File: config.mk
export PLATFORM = sky130hd
export DESIGN_NAME = neuron_lut_loader
export DESIGN_NICKNAME = d
export VERILOG_FILES = /design/src/rtl/neuron_lut_loader.sv
export SDC_FILE = /design/constraint.sdc
export NUM_CORES = 1
export LEC_CHECK = 0
export BUFFER_PORTS_ARGS = -buffer_cell sky130_fd_sc_hd__clkbuf_2
export CORE_ASPECT_RATIO = 1.1
export CORE_MARGIN = 5
export CORE_UTILIZATION = 45
export CTS_CLUSTER_SIZE = 25
export DETAILED_ROUTE_END_ITERATION = 7
export GPL_ROUTABILITY_DRIVEN = 1
export PLACE_DENSITY_LB_ADDON = 0.1
export SYNTH_ARGS = -nofsm -noshare
export SYNTH_HDL_FRONTEND = slang
export SYNTH_SLANG_ARGS = --single-unit
File: constraint.sdc
create_clock -name clk -period 3.1 [get_ports clk]
set_clock_uncertainty 0.05 [all_clocks]
set_input_delay 0.31 -clock clk [delete_from_list [all_inputs] [get_ports clk]]
set_output_delay 0.31 -clock clk [all_outputs]
set_load 0.01 [all_outputs]
File: src/rtl/neuron_lut_loader.sv
// Runtime-loadable truth-table neuron: streamed DEPTH-entry table, then registered lookups.
// Lookup latency 1 cycle, 1 result/cycle; a load takes DEPTH handshakes minimum.
// cfg_ready low outside LOAD and on load_start; lookup path has no backpressure (requests outside READY are dropped).
module neuron_lut_loader #(
  parameter int IN_BITS  = 6,
  parameter int OUT_BITS = 2
) (
  input  logic                clk,
  input  logic                rst_n,
  input  logic                load_start,
  input  logic                cfg_valid,
  output logic                cfg_ready,
  input  logic [OUT_BITS-1:0] cfg_data,
  input  logic                cfg_last,
  output logic                lut_ready,
  output logic                load_err,
  input  logic                in_valid,
  input  logic [IN_BITS-1:0]  in_data,
  output logic                out_valid,
  output logic [OUT_BITS-1:0] out_data
);

  localparam int DEPTH = 2 ** IN_BITS;
  localparam logic [IN_BITS-1:0] LAST_ADDR = {IN_BITS{1'b1}};

  typedef enum logic [1:0] {EMPTY, LOAD, READY} state_t;

  state_t              state;
  state_t              state_nxt;
  logic [IN_BITS-1:0]  wr_addr;
  logic [OUT_BITS-1:0] mem [DEPTH];
  logic                cfg_hs;
  logic                lkp_acc;
  logic                at_end;

  // State register
  always_ff @(posedge clk or negedge rst_n) begin
    if (!rst_n) state <= EMPTY;
    else        state <= state_nxt;
  end

  // Next state: load_start always wins; a load ends on the last beat or on a framing error
  always_comb begin
    state_nxt = state;
    if (load_start) begin
      state_nxt = LOAD;
    end else if (state == LOAD && cfg_hs) begin
      if (cfg_last)    state_nxt = at_end ? READY : EMPTY;
      else if (at_end) state_nxt = EMPTY;
    end
  end

  // Combinational handshake / accept decode
  always_comb begin
    cfg_ready = (state == LOAD) && !load_start;
    cfg_hs    = cfg_valid && cfg_ready;
    lkp_acc   = in_valid && (state == READY) && !load_start;
    at_end    = (wr_addr == LAST_ADDR);
  end

  // Load bookkeeping: write pointer, sticky framing error, registered table-valid flag
  always_ff @(posedge clk or negedge rst_n) begin
    if (!rst_n) begin
      wr_addr   <= '0;
      load_err  <= 1'b0;
      lut_ready <= 1'b0;
    end else begin
      lut_ready <= (state_nxt == READY);
      if (load_start) begin
        wr_addr  <= '0;
        load_err <= 1'b0;
      end else if (cfg_hs) begin
        // counter may wrap here, but the state machine has already left LOAD
        wr_addr <= wr_addr + 1'b1;
        if (cfg_last != at_end) load_err <= 1'b1;
      end
    end
  end

  // Table storage: contents survive reset, only the valid flag is cleared
  always_ff @(posedge clk) begin
    if (cfg_hs) mem[wr_addr] <= cfg_data;
  end

  // Registered lookup; out_data holds its last value between results
  always_ff @(posedge clk or negedge rst_n) begin
    if (!rst_n) begin
      out_valid <= 1'b0;
      out_data  <= '0;
    end else begin
      out_valid <= lkp_acc;
      if (lkp_acc) out_data <= mem[in_data];
    end
  end

endmodule

==> impl_metrics.toml, run 1 <==
[run_status]
status = "finished, final reports clean"

[clocking]
htreeDepth = 4
cts_hold_buf = 1
clkSinkCount = 141
root_buffer = "clkbuf_16"
path_clk_slew_ns = 0.06
clock_latency_ns = 0.42
cts_tree = "built"
cts_resized = 0
clock_path_buffers = 2
cts_setup_buffers = 0
cts-buffers-inserted = 17

[timing]
finalCriticalPeriod_ns = 2.185
rsz0062_at_grt = "no"
fmax_mhz = 457.7
fin_setup_tns_ns = 0
final_hold_viol_count = 0
finalCritPeriodShare = 0.7047
holdWs_ns = 0.09786
setup_ws_ns = 0.9153
worstMarginPinSlew_ns = 0.7047
final_max_slew_viol_count = 0
slew_headroom = 0.5302
setup_viol = 0

[min_path]
min-delay-start = "in_data[3]"
hp-class = "in -> reg"
whs_endpoint = "out_data[1]$_DFFE_PN0P_"
hold_depth = 2

[drt]
drtAntennaViolNets = 0
vias_per_cell = 5.587
drt_pre_antenna_iters = 4
routed_wl_um = 11870
wl_per_cell_um = 21.13
dr_total_vias = 3140
drc_errors = 0
drtIter0Drc = 260

[die]
io_pins = 20
rows = 43
die_y_um = 130.0
initial_core_util = 0.4623
core_region_area_um2 = 12750
die-width_um = 119.1
die_area_um2 = 15490

[global_route]
grt_max_degree = 65
grt-ovfl-total = 0
grt_usage = 0.1642
grt_pass1_wl_um = 18660
first_global_vias = 3258
antenna_found_initial = 0

[layout]
drive_above_1_share = 0.2000
diodes = 0
synthToLayoutAreaGrowth_pct = 15.11
final_nets = 407

[synthesis]
synth-edff-count = 128
synth_seq_cells = 141
synth_cell_types = 40
ys_warn_count = 0
syn-cell-area_um2 = 5894
postSynthAreaPerCell_um2 = 15.97
postSynthCellCount = 369
synthesis.nets = 384
yosysSeqAreaShare = 0.7073
ys.flop_type = "edfxtp_1"
synthArstFlopShare = 0.09220

[power]
p_per_area_nw_per_um2 = 649.7
ir_drop_uv = 487.6
power.total_mw = 4.409
power.leakage_nw = 2.205

[setup_path]
r2r_end = "wr_addr[5]$_DFFE_PN0P_"
cp_top_family = "simple AND/OR/NAND/NOR gates"
worst-path-buf-inv = 0
criticalPathCategory = "reg -> reg"
slowest_delay_ns = 0.43
r2r-start = "state[1]$_DFF_PN0_"
crit_fanout = 12
critPathRequiredTime_ns = 3.39
crit_path_cell_trace = "nand3b_1, nor3b_2, nand2_1, or3_1, a21oi_1"
r2r_slack_ns = 0.92
arrival_ns = 2.48
rr_worst_depth = 5
crit_slowest_cell = "or3_1"
cp-end-kind = "flip-flop"
critPathLaunchType = "flip-flop"

[place]
routabilityCongestion = 0.7452
dp.final_hpwl_um = 7706
pre_cts_ws_ns = 0.5291
port_buffers = 19

[run]
cap_viol_max_count = 0
[synth_stat cells, types with 2 or more instances]
cell	number	area share
a2111oi_0	4	0.0059
a211oi_1	6	0.0076
a21oi_1	3	0.0025
a22oi_1	2	0.0025
a311oi_1	2	0.0030
and3b_1	2	0.0030
buf_2	5	0.0042
buf_4	4	0.0051
clkbuf_1	11	0.0070
dfrtp_1	13	0.055
edfxtp_1	128	0.65
mux2_1	8	0.015
mux2i_1	2	0.0034
mux4_2	28	0.11
nand2_1	16	0.010
nand2b_1	3	0.0032
nand3_1	7	0.0059
nand3b_1	4	0.0051
nor2_1	74	0.047
nor2b_1	15	0.016
nor3_1	3	0.0025
nor4_1	2	0.0021
o21ai_0	4	0.0034
o22ai_1	2	0.0021
o31ai_1	2	0.0025
or3_1	2	0.0021
or3b_2	2	0.0030
xnor2_1	2	0.0030
xor2_1	2	0.0030
[worst max path at each step]
stage | startpoint | to | slack, ns | cells past startpoint
CTS | state[1]$_DFF_PN0_ | wr_addr[5]$_DFFE_PN0P_ | 0.87 | 5
detailed placement | in_data[2] | out_data[0]$_DFFE_PN0P_ | 0.53 | 6
floorplan | in_data[0] | out_data[0]$_DFFE_PN0P_ | 1.21 | 6
finish | state[1]$_DFF_PN0_ | wr_addr[5]$_DFFE_PN0P_ | 0.92 | 5
global route | state[1]$_DFF_PN0_ | wr_addr[5]$_DFFE_PN0P_ | 0.70 | 5
global placement | in_data[2] | out_data[1]$_DFFE_PN0P_ | 0.55 | 6
[flip-flops by register name (all words and copies together) (netlist names)]
| register | cells |
|---|---|
| lut_ready | 1 |
| out_valid | 1 |
| mem | 128 |
| out_data | 2 |
| load_err | 1 |
| wr_addr | 6 |
| state | 2 |
[routing by layer]
| metal | GRT usage | part of all wire | wire (um) | up-vias |
|---|---|---|---|---|
| li1 | - | - | - | 1467 |
| met1 | 0.2060 | 0.45 | 5321 | 1611 |
| met2 | 0.2770 | 0.51 | 6047 | 48 |
| met3 | 0.03945 | 0.026 | 306 | 14 |
| met4 | 0.06748 | 0.017 | 199 | 0 |
| met5 | 0 | 0 | 0 | - |
[power by group]
group | switching [mW] | total (mW) | leakage, nW | internal, mW
registers | 0.00596 | 2.09 | 1.33 | 2.08
logic | 0.108 | 0.182 | 0.579 | 0.0738
clock network | 0.732 | 2.14 | 0.300 | 1.41
total | 0.846 | 4.41 | 2.20 | 3.56
[per-stage QoR]
| step | cells | util | area, um^2 |
|---|---|---|---|
| 2_1_floorplan | 369 | - | 5894 |
| 3_3_place_gp | 529 | 0.4822 | 6148 |
| 3_5_place_dp | 529 | 0.4822 | 6148 |
| 4_1_cts | 562 | 0.5321 | 6785 |
| 5_1_grt | 562 | 0.5321 | 6785 |
| 6_report | 562 | 0.5321 | 6785 |
[worst register-to-register path, delay by kind of cell (launching register included)]
family	cells	cell delay, ns
and+or+nand+nor	4	1.51
AOI/OAI and AO/OA	1	0.14
DFF	1	0.40
[kinds of logic after synthesis]
family	share of synthesized area
flops	0.7073
xor+xnor	0.005945
buf+inv	0.01698
simple gates	0.1083
mux	0.1257
fa+ha+maj	0.002122
compound gates	0.03375
[cell usage in the layout, fill, tap and decap left out, drive strengths merged, types with 3 or more instances in the layout]
cell type,instances
nor2b,15
a2111oi,4
bufinv,5
mux4,28
clkinv,9
nand2,16
clkbuf,36
or3b,3
a211oi,6
nor2,74
nand3,7
dfrtp,13
buf,5
nand2b,3
nor3,3
edfxtp,128
a21oi,3
nand3b,4
mux2,8
o21ai,4
[layout make-up]
type / count / area [um^2]
Clock inverter: 15 / 201.4
Tap cell: 157 / 196.4
Multi-Input combinational cell: 207 / 1625
Sequential cell: 141 / 4169
Clock buffer: 17 / 425.4
Fill cell: 1026 / 5966
Timing Repair Buffer: 25 / 167.7
(Power assumes the default switching activity.)
==> inputs of run 2 (changes only) <==
--- a/config.mk
+++ b/config.mk
@@ -5,6 +5,7 @@
 export SDC_FILE = /design/constraint.sdc
 export NUM_CORES = 1
 export LEC_CHECK = 0
+export ABC_AREA = 1
 export BUFFER_PORTS_ARGS = -buffer_cell sky130_fd_sc_hd__clkbuf_2
 export CORE_ASPECT_RATIO = 1.1
 export CORE_MARGIN = 5
==> constraint.sdc (replaced) <==
create_clock -name clk -period 1.9 [get_ports clk]
set_clock_uncertainty 0.05 [all_clocks]
set_input_delay 0.19 -clock clk [delete_from_list [all_inputs] [get_ports clk]]
set_output_delay 0.19 -clock clk [all_outputs]
set_load 0.01 [all_outputs]
==> run 2 against run 1 <==
- sequential power grew 63%
- first-iteration DRC count grew 88%
- synthesized area grew 3.8%
- largest power group unchanged
- critical endpoint is now mem[41][1]$_DFFE_PP_
==> impl_metrics.toml, run 2 <==
[clocking]
cts_resized = 0
htreeDepth = 4
cts-buffers-inserted = 17
cts_tree = "built"
clock_latency_ns = 0.41
cts_setup_buffers = 0
clkSinkCount = 141
clock_path_buffers = 2
path_clk_slew_ns = 0.05
root_buffer = "clkbuf_16"

[synthesis]
postSynthAreaPerCell_um2 = 10.64
synthArstFlopShare = 0.09220
yosysSeqAreaShare = 0.6817
synth.area.top_cells = "edfxtp_1 (63%), nand2_1 (10%), nand3_1 (10%)"
synth-edff-count = 128
postSynthCellCount = 575
synthTopCellsByCount = "nand2_1 (170), edfxtp_1 (128), nand3_1 (123), nor2_1 (75), inv_1 (16)"
synthesis.nets = 590
syn-cell-area_um2 = 6116
synth_seq_cells = 141
yosysTopAreaCellShare = 0.6285
synth.most_common_cell = "nand2_1"
ys_warn_count = 0
synth_top_area_cell = "edfxtp_1"
ys.flop_type = "edfxtp_1"
synth_cell_types = 29

[power]
power.total_mw = 7.333
power.leakage_nw = 2.666
power_switching_mw = 1.504
p_clk_frac = 0.479
switching_share = 0.2051
combPwrFrac = 0.056
p_per_area_nw_per_um2 = 1019
internal-power_mw = 5.829
ir_drop_uv = 507.4
p_seq_frac = 0.465

[drt]
wl_per_cell_um = 17.97
routed_wl_um = 14580
wl_met2_um = 7167
dr_total_vias = 4306
drtAntennaViolNets = 0
drt_pre_antenna_iters = 5
dr_wl_met3_um = 799
vias_per_cell = 5.309
drtIter0Drc = 488
wl_met1_um = 6493
drc_errors = 0
top_layer = "met4"

[setup_path]
criticalPathCategory = "reg -> reg"
crit_slowest_cell = "dfrtp_1"
slowest_delay_ns = 0.41
arrival_ns = 1.88
critPathLaunchType = "flip-flop"
critPathRequiredTime_ns = 1.95
rr_worst_depth = 5
crit_path_cell_trace = "nor3_4, nand2_2, nor2_2, nand2_1, nor2_1"
r2r_end = "mem[41][1]$_DFFE_PP_"
r2r_slack_ns = 0.07
cp-end-kind = "flip-flop"
r2r-start = "state[1]$_DFF_PN0_"
crit_fanout = 8

[die]
initial_core_util = 0.4610
rows = 44
die-width_um = 121.2
die_y_um = 132.3
die_area_um2 = 16030
core_region_area_um2 = 13270
io_pins = 20

[layout]
top_regs = "mem x128, wr_addr x6"
final_cell_mix = "nand2_1 (170), edfxtp_1 (128), nand3_1 (123), nor2_1 (75), clkbuf_2 (19)"
largest_register_ffs = 128
final_nets = 629
final_design_area_no_fill_um2 = 7193
synthToLayoutAreaGrowth_pct = 17.61
largest-register = "mem"
final_common_cell = "nand2_1"
drive_above_1_share = 0.1276
diodes = 0

[global_route]
grt-ovfl-total = 0
grt_usage = 0.1927
antenna_found_initial = 0
first_global_vias = 4397
grt_max_degree = 65
grt_pass1_wl_um = 23460

[place]
dp.final_hpwl_um = 9223
dpl-instance-area_um2 = 6546
routabilityCongestion = 0.8425
port_buffers = 19

[run]
cap_viol_max_count = 0

[timing]
finalCritPeriodShare = 0.9616
slew_headroom = 0.6802
final_max_slew_viol_count = 0
final_hold_viol_count = 0
finalCriticalPeriod_ns = 1.827
rsz0062_at_grt = "yes"
worstMarginPinSlew_ns = 0.4784
fmax_mhz = 547.3
setup_viol = 0

[min_path]
hp-class = "in -> reg"
whs_endpoint = "state[0]$_DFF_PN0_"
min-delay-start = "cfg_last"
hold_depth = 4

[run_status]
status = "finished, final reports clean"
## run 2: metal layers
layer / vias up / track usage
met5: - / 0
met3: 10 / 0.04335
met2: 124 / 0.3123
li1: 2063 / -
met1: 2109 / 0.2630
met4: 0 / 0.05230
## run 2: power by group through the flow
| stage | logic, mW | registers, mW | clock network [mW] |
|---|---|---|---|
| CTS | 0.420 | 3.41 | 3.57 |
| detailed placement | 0.414 | 3.47 | 0 |
| global route | 0.463 | 3.41 | 3.72 |
| global placement | 0.405 | 3.47 | 0 |
| finish | 0.414 | 3.41 | 3.51 |
| floorplan | 0.235 | 3.47 | 0 |
## run 2: area by class of cell
type,instances,area [um^2]
clock inverters,15,201.4
inverters,19,71.32
repair buffers,45,395.4
fillers,1140,6075
flip-flops and latches,141,4169
clock buffers,17,425.4
well taps,184,230.2
multi-input cells,390,1700
## run 2: how the worst max path moves through the flow
stage                        from              endpoint  slack (ns)  depth (start not counted)
2_1_floorplan  state[1]$_DFF_PN0_  mem[12][0]$_DFFE_PP_        0.25                          5
3_3_place_gp   state[1]$_DFF_PN0_  mem[25][0]$_DFFE_PP_        0.15                          5
3_5_place_dp   state[1]$_DFF_PN0_  mem[41][0]$_DFFE_PP_        0.07                          5
4_1_cts        state[1]$_DFF_PN0_  mem[41][0]$_DFFE_PP_        0.05                          5
5_1_grt        state[1]$_DFF_PN0_  mem[41][0]$_DFFE_PP_       -0.06                          5
6_report       state[1]$_DFF_PN0_  mem[41][1]$_DFFE_PP_        0.07                          5
## run 2: cells by family after synthesis
logic type | after synthesis | share of synthesized area
simple gates | 378 | 0.2649
flops | 141 | 0.6817
buf+inv | 44 | 0.04030
compound gates | 11 | 0.01105
fa+ha+maj | 1 | 0.002045
## run 2: worst max-delay path, delay by kind of cell, from the launching register on
family | cells | cell delay [ns]
AND/OR/NAND/NOR | 5 | 1.04
flip-flops | 1 | 0.41
## run 2: through the flow
step	util	hold slack, ns	TNS [ns]	cells	worst slack, ns
after floorplan	-	-0.1556	0	575	0.2523
after global placement	0.4934	0.04361	0	777	0.1481
after detailed placement	0.4934	0.04546	0	777	0.07238
after CTS	0.5422	0.05545	0	811	0.05246
after global routing	0.5422	0.08354	-1.085	811	-0.05942
final	0.5422	0.07813	0	811	0.07287
## run 2: what timing repair did
item | CTS | global route
hold buffers | 2 | 0
setup endpoints to repair | 0 | 30
hold endpoints to repair | 14 | 0
